`config.mk`:
```
export PLATFORM = sky130hd
export DESIGN_NAME = hazard_ctrl
export DESIGN_NICKNAME = d
export VERILOG_FILES = /design/src/rtl/hazard_ctrl.sv
export SDC_FILE = /design/constraint.sdc
export NUM_CORES = 1
export LEC_CHECK = 0
export ABC_AREA = 0
export BUFFER_PORTS_ARGS = -buffer_cell sky130_fd_sc_hd__buf_2
export CAP_MARGIN = 20
export CORE_AREA = 2 2 99 72
export CTS_CLUSTER_DIAMETER = 50
export DETAILED_ROUTE_END_ITERATION = 12
export DIE_AREA = 0 0 101 74
export PLACE_DENSITY = 0.81
export SLEW_MARGIN = 20
export SYNTH_ARGS = -nofsm -noshare
export SYNTH_HDL_FRONTEND = slang
export SYNTH_SLANG_ARGS = --single-unit
```
`constraint.sdc`:
```
create_clock -name clk -period 5.2 [get_ports clk]
set_input_delay 0.78 -clock clk [delete_from_list [all_inputs] [get_ports clk]]
set_output_delay 0.78 -clock clk [all_outputs]
set_load 0.03 [all_outputs]
```
`src/rtl/hazard_ctrl.sv`:
```
`default_nettype none
// ============================================================================
//  Module   : hazard_ctrl
//  Purpose  : Central pipeline sequencer for the 5-stage core. Produces the
//             stall / flush / clear controls of the PC and of the IF/ID,
//             ID/EX, EX/MEM and MEM/WB registers from hazard, memory-wait and
//             branch-resolution inputs. Runs the post-reset pipeline clear,
//             squashes the stale fetch after a redirect and keeps saturating
//             stall / redirect performance counters.
//  Ports    : clk, rst (async, active-low)
//             D_rs1/D_rs2/D_use_rs1/D_use_rs2 : ID-stage source operands
//             E_rd/E_mem_read/E_mispredict/E_mdu_busy : EX-stage status
//             im_wait/dm_wait : instruction / data memory not ready
//             d_rst : active-low sync clear of all pipeline registers
//             pc_*, fd_*, de_*, em_*, mw_flush : per-register controls
//             stall_cycles, redirect_events : performance counters
//  Revision : 1.0 - initial release
// ============================================================================
module hazard_ctrl #(
    parameter int INIT_CYCLES = 4,
    parameter int CNT_W       = 32
) (
    input  logic             clk,
    input  logic             rst,
    input  logic [4:0]       D_rs1,
    input  logic [4:0]       D_rs2,
    input  logic             D_use_rs1,
    input  logic             D_use_rs2,
    input  logic [4:0]       E_rd,
    input  logic             E_mem_read,
    input  logic             E_mispredict,
    input  logic             E_mdu_busy,
    input  logic             im_wait,
    input  logic             dm_wait,
    output logic             d_rst,
    output logic             pc_stall,
    output logic             pc_redirect,
    output logic             fd_stall,
    output logic             fd_flush,
    output logic             de_stall,
    output logic             de_flush,
    output logic             em_stall,
    output logic             em_flush,
    output logic             mw_flush,
    output logic [CNT_W-1:0] stall_cycles,
    output logic [CNT_W-1:0] redirect_events
);

    localparam logic [1:0] c_ST_INIT   = 2'd0;
    localparam logic [1:0] c_ST_RUN    = 2'd1;
    localparam logic [1:0] c_ST_SQUASH = 2'd2;

    localparam int c_IW = (INIT_CYCLES > 1) ? $clog2(INIT_CYCLES) : 1;

    logic [1:0]       r_state;
    logic [1:0]       w_state_nxt;
    logic [c_IW-1:0]  r_init_cnt;
    logic             w_init_done;
    logic             w_load_use;
    logic [CNT_W-1:0] r_stall_cycles;
    logic [CNT_W-1:0] r_redirect_events;

    assign w_init_done = (r_init_cnt == c_IW'(INIT_CYCLES - 1));

    assign w_load_use = E_mem_read && (E_rd != 5'd0) &&
                        ((D_use_rs1 && (D_rs1 == E_rd)) ||
                         (D_use_rs2 && (D_rs2 == E_rd)));

    // Mealy decode: outputs react to inputs in the same cycle.
    always_comb begin
        w_state_nxt = r_state;
        d_rst       = 1'b1;
        pc_stall    = 1'b0;
        pc_redirect = 1'b0;
        fd_stall    = 1'b0;
        fd_flush    = 1'b0;
        de_stall    = 1'b0;
        de_flush    = 1'b0;
        em_stall    = 1'b0;
        em_flush    = 1'b0;
        mw_flush    = 1'b0;

        if (r_state == c_ST_INIT) begin
            d_rst    = 1'b0;
            pc_stall = 1'b1;
            if (w_init_done) begin
                w_state_nxt = c_ST_RUN;
            end
        end else if (dm_wait) begin
            // Whole front of the pipe freezes; bubble into WB.
            pc_stall = 1'b1;
            fd_stall = 1'b1;
            de_stall = 1'b1;
            em_stall = 1'b1;
            mw_flush = 1'b1;
        end else if (E_mdu_busy) begin
            // EX holds the mul/div; bubble into MEM.
            pc_stall = 1'b1;
            fd_stall = 1'b1;
            de_stall = 1'b1;
            em_flush = 1'b1;
        end else if (r_state == c_ST_SQUASH) begin
            // Discard the wrong-path fetch still in flight; leave once it lands.
            pc_stall = 1'b1;
            fd_flush = 1'b1;
            if (!im_wait) begin
                w_state_nxt = c_ST_RUN;
            end
        end else if (E_mispredict) begin
            pc_redirect = 1'b1;
            fd_flush    = 1'b1;
            de_flush    = 1'b1;
            // An outstanding fetch is from the wrong path and must be squashed.
            if (im_wait) begin
                w_state_nxt = c_ST_SQUASH;
            end
        end else if (w_load_use) begin
            pc_stall = 1'b1;
            fd_stall = 1'b1;
            de_flush = 1'b1;
        end else if (im_wait) begin
            pc_stall = 1'b1;
            fd_flush = 1'b1;
        end
    end

    always_ff @(posedge clk or negedge rst) begin
        if (!rst) begin
            r_state           <= c_ST_INIT;
            r_init_cnt        <= '0;
            r_stall_cycles    <= '0;
            r_redirect_events <= '0;
        end else begin
            r_state <= w_state_nxt;
            if (r_state == c_ST_INIT) begin
                r_init_cnt <= w_init_done ? '0 : r_init_cnt + 1'b1;
            end
            if ((r_state != c_ST_INIT) && pc_stall && !(&r_stall_cycles)) begin
                r_stall_cycles <= r_stall_cycles + 1'b1;
            end
            if (pc_redirect && !(&r_redirect_events)) begin
                r_redirect_events <= r_redirect_events + 1'b1;
            end
        end
    end

    assign stall_cycles    = r_stall_cycles;
    assign redirect_events = r_redirect_events;

endmodule
`default_nettype wire
```
* After elaboration in Yosys (flattened, before gate mapping) *
Index checks and enable logic that the tools add are counted.

word-level totals
  register bits = 68
  latch bits = 0
  RAM bits = 0
  bits in read-only memories = 0
  logic and storage cells = 79
  memories kept = 0

cells by class
  add/sub/neg operators = 3
  $mul = 0
  div/mod/pow operators = 0
  $lt $le $gt $ge = 0
  eq/ne operators = 8
  shift operators = 0
  muxes and demuxes = 46
  bitwise operators = 0
  reduce and logical (&&, ||, !) cells = 18

operator list
  cell                     number
  $add A32 B1 Y32 const B  2
  $reduce_and A32 Y1       2
  $mux W1                  37
  $mux W2                  9
  $eq A5 B5 Y1             2
  $logic_and A1 B1 Y1      7
  $reduce_and A6 Y1        1
  $reduce_bool A3 Y1       2
  $reduce_bool A5 Y1       1
  $eq A2 B2 Y1 const B     2
  $ne A2 B1 Y1 const B     2
  $ne A3 B3 Y1 const B     1
  $add A2 B1 Y2 const B    1
  $logic_not A1 Y1         2
  $logic_not A2 Y1         1
  $ne A2 B2 Y1 const B     1
  $reduce_bool A2 Y1       1
  $logic_or A1 B1 Y1       1

* Logic depth before layout (Yosys ltp) *
  word-level depth = 12
  depth in mapped cells = 9
  gate-level depth less buffers = 7

* Worst setup path before layout *
OpenSTA, ideal clock, no wires.

  kind = input-to-output
  start point = input E_rd[1]
  end point = output fd_flush
  arrival = 2546 ps
  slack = 1874 ps
  cell stages on the path = 5
  buffers on the path = 0
  path through = or4_1 o21ai_1 nand2b_1 a21oi_1 nor4_1

between the ends
  word-level cells in the longest chain between the ends = 10

ends and longest elaborated chain
  element                                        line    text
  from (decl)                                    29      input logic [4:0] E_rd,
  $eq A5 B5 Y1, on equally long branches         66, 67
  $logic_and A1 B1 Y1, on equally long branches  66, 67
  $logic_or A1 B1 Y1                             66      ((D_use_rs1 && (D_rs1 == E_rd)) ||
  $logic_and A1 B1 Y1 (*)                        65      assign w_load_use = E_mem_read && (E_rd != 5'd0) &&
  $mux W1 (*)                                    117     end else if (w_load_use) begin
  $mux W1 (*)                                    109     end else if (E_mispredict) begin
  $mux W1 (*)                                    102     end else if (r_state == c_ST_SQUASH) begin
  $mux W1 (*)                                    96      end else if (E_mdu_busy) begin
  $mux W1 (*)                                    89      end else if (dm_wait) begin
  $mux W1 (*)                                    83      if (r_state == c_ST_INIT) begin
  to (decl)                                      39      output logic fd_flush,

Every way passes the cells marked *; elsewhere a longest branch is shown, timed or not.

* Worst setup path in the final report *
  start point = input E_rd[1]
  end point = output pc_stall

between the ends
  word-level cells in the longest chain between the ends = 10

ends and longest elaborated chain
  element                                        line    text
  $eq A5 B5 Y1, on equally long branches         66, 67
  $logic_and A1 B1 Y1, on equally long branches  66, 67
  $logic_or A1 B1 Y1                             66
  $logic_and A1 B1 Y1 (*)                        65
  $mux W1 (*)                                    117
  $mux W1 (*)                                    109
  $mux W1 (*)                                    102
  $mux W1 (*)                                    96
  $mux W1 (*)                                    89
  $mux W1 (*)                                    83
  to (decl)                                      36      output logic pc_stall,

Marked as above.

==> run summary <==
status -> completed
layout cell share with drive strength beyond 1 -> 26.83%
vias in the first global route -> 2611
Worst Hold Launch -> redirect_events[31]$_DFFE_PN0P_
CP max-delay cell -> or4_1
Root Buffer -> clkbuf_8
most frequent cells in the layout -> 97 x buf_2, 68 x dfrtp_1, 42 x xor2_1
Pins Over Slew Limit -> 0
Post-synth EDFFs -> 0
Hold Path Class -> reg -> reg
Yosys reg bits -> 68
die span in x -> 101 um
initial antenna violation count -> 0
Starting Density -> 52.95%
unique cell type count in the Yosys netlist -> 44
Post-synth top flop -> dfrtp_1
leading area contributor after synthesis -> dfrtp_1
Hold WS -> 481.6 ps
total negative slack -> 0 ps
Largest stage delay, worst path -> 520 ps
H-tree level count -> 3
CTS tree -> built
critical-path cell list -> buf_2 > or4_1 > o21ai_1 > nor2_1 > a221oi_4 > buf_4 > inv_1 > buf_2
Worst Setup End Kind -> output port
number of hold violations in the final report -> 0
Max transition margin -> 43.78%
RR Startpoint -> stall_cycles[0]$_DFFE_PN0P_
Top Ports -> 98
die height -> 74 um
Synth area leaders -> dfrtp_1 49%, xor2_1 11%, xnor2_1 7.3%
core footprint -> 6569 um2
CP Launch Type -> input port
DRT iter0 DRCs -> 153
top-area cell type share of the netlist area -> 48.92%
Final ANT Viol Nets -> 0
I/O Buffers -> 97
Mapped Cells -> 343
footprint of the multi-input gates -> 1705 um2
Routability Congestion -> 0.8048
cells on worst reg2reg path -> 7
crit share post-route -> 63.71%
Pwr per Cell Area -> 370.3 nW/um2
first-pass GRT wire length -> 12580 um
most frequent CP cell -> buf_2
CP Data Arrival Time -> 2530 ps
clk_lat worst skew -> 350 ps
syn_nets -> 370
leakage -> 1.903 nW
fill count -> 533
unrepaired setup endpoints after global routing -> no
CP Depth -> 8
fmax -> 301.8 MHz
Max Cap Viol -> 0
drt wl/cell -> 14.41 um
cts hold-fix bufs -> 0
Max VDD drop -> 0.0002634 V
deepest clock path buffer count -> 2
final net count -> 474
# diodes -> 0
Seq/Total Area, Yosys -> 48.92%
final wirelength -> 7665 um
Clock Skews -> 10.62 ps
CP Launch Point -> E_rd[1]
final setup fails -> 0
Worst Hold Path Cells -> 1
Overflow after GRT -> 0
drt drc -> 0
GRT Overall Usage -> 21.77%
Area Growth Syn to Fin -> 21.83%
Num CTS Buffers -> 9
Top delay family on crit path -> buffers and inverters
DP HPWL -> 5512 um
critical-path maximum fanout -> 32
total clock sinks -> 68
pin count of the biggest net entering global routing -> 69
register area -> 1702 um2
average vias per placed instance -> 5.412
critical path class -> in -> out
Rows -> 25
DRT Pass-1 Iters -> 4
Synth async-reset ratio -> 100.0%
leading cell type in the layout, fill and taps excluded -> buf_2
die area -> 7474 um2
Worst-path clk slew -> 70 ps
Tmin final -> 3313 ps
average size of a mapped cell -> 10.14 um2
WP data required -> 4420 ps
yosys warns -> 0
Worst Path Buf+Inv -> 4
CTS resizes -> 0
via count -> 2879
postcts setup bufs -> 0
slew at the pin with the worst max-slew slack -> 843.2 ps
Mapped Area -> 3478 um2
[cells in the mapped netlist, types with 6 or more instances]
cell type,number
dfrtp_1,68
xor2_1,42
nand2_1,40
xnor2_1,29
nor2_1,27
nor3_1,20
nand4_1,16
nand3_1,15
and3_1,11
nor4_1,11
inv_1,10
and4_1,6
[per-layer routing]
layer | global-route usage [%] | up-vias | share of wire [%]
li1 | - | 1407 | -
met1 | 31.62 | 1380 | 49
met2 | 31.41 | 82 | 44
met3 | 7.049 | 10 | 6.0
met4 | 6.607 | 0 | 1.0
met5 | 0 | - | 0
[final timing paths]
path                                              endpoint  slack [ps]
setup / recovery                                  pc_stall        1890
hold / removal             redirect_events[31]$_DFFE_PN0P_         480
setup reg to reg               stall_cycles[1]$_DFFE_PN0P_        2520
hold reg to reg            redirect_events[31]$_DFFE_PN0P_         480
max in group asynchronous      stall_cycles[5]$_DFFE_PN0P_        4040
min in group asynchronous  redirect_events[29]$_DFFE_PN0P_         620
[power by group]
part	switching, mW	internal (mW)	total [mW]
Combinational	0.279	0.155	0.433
Clock	0.199	0.231	0.430
Sequential	0.0995	0.606	0.706
[final cells by class]
class                      count  share of cell area, %
timing repair buffer          99                  11.81
clock buffer                  11                  3.336
sequential                    68                  40.15
clock inverter                 4                  1.181
tap                           81                  2.391
multi-input combinational    259                  40.24
inverter                      10                 0.8857
[kinds of logic (layout without fill, tap and decap cells)]
family	count (synthesis)	count (layout)	share of synthesized area [%]
AO/OA/AOI/OAI	18	18	4.065
XOR/XNOR	71	71	17.88
buffers and inverters	16	124	2.374
AND/OR/NAND/NOR	164	164	24.60
flip-flops	68	68	48.92
multiplexers	3	3	1.079
adder cells (fa/ha/maj)	3	3	1.079
[flip-flops by register name, summed over array words and instances (netlist names)]
signal           cells
r_init_cnt           2
r_state              2
redirect_events     32
stall_cycles        32
[per-stage QoR]
step	utilization (%)	setup slack, ps	cells	power (mW)	cell area (um2)
after floorplan	-	1874	343	1.005	3478
after global placement	61.60	1926	517	1.134	4046
after detailed placement	61.60	1895	517	1.149	4046
after CTS	64.51	1886	532	1.584	4238
after global routing	64.51	1753	532	1.651	4238
final	64.51	1887	532	1.569	4238
No activity file was read; power rests on OpenSTA's default activity.
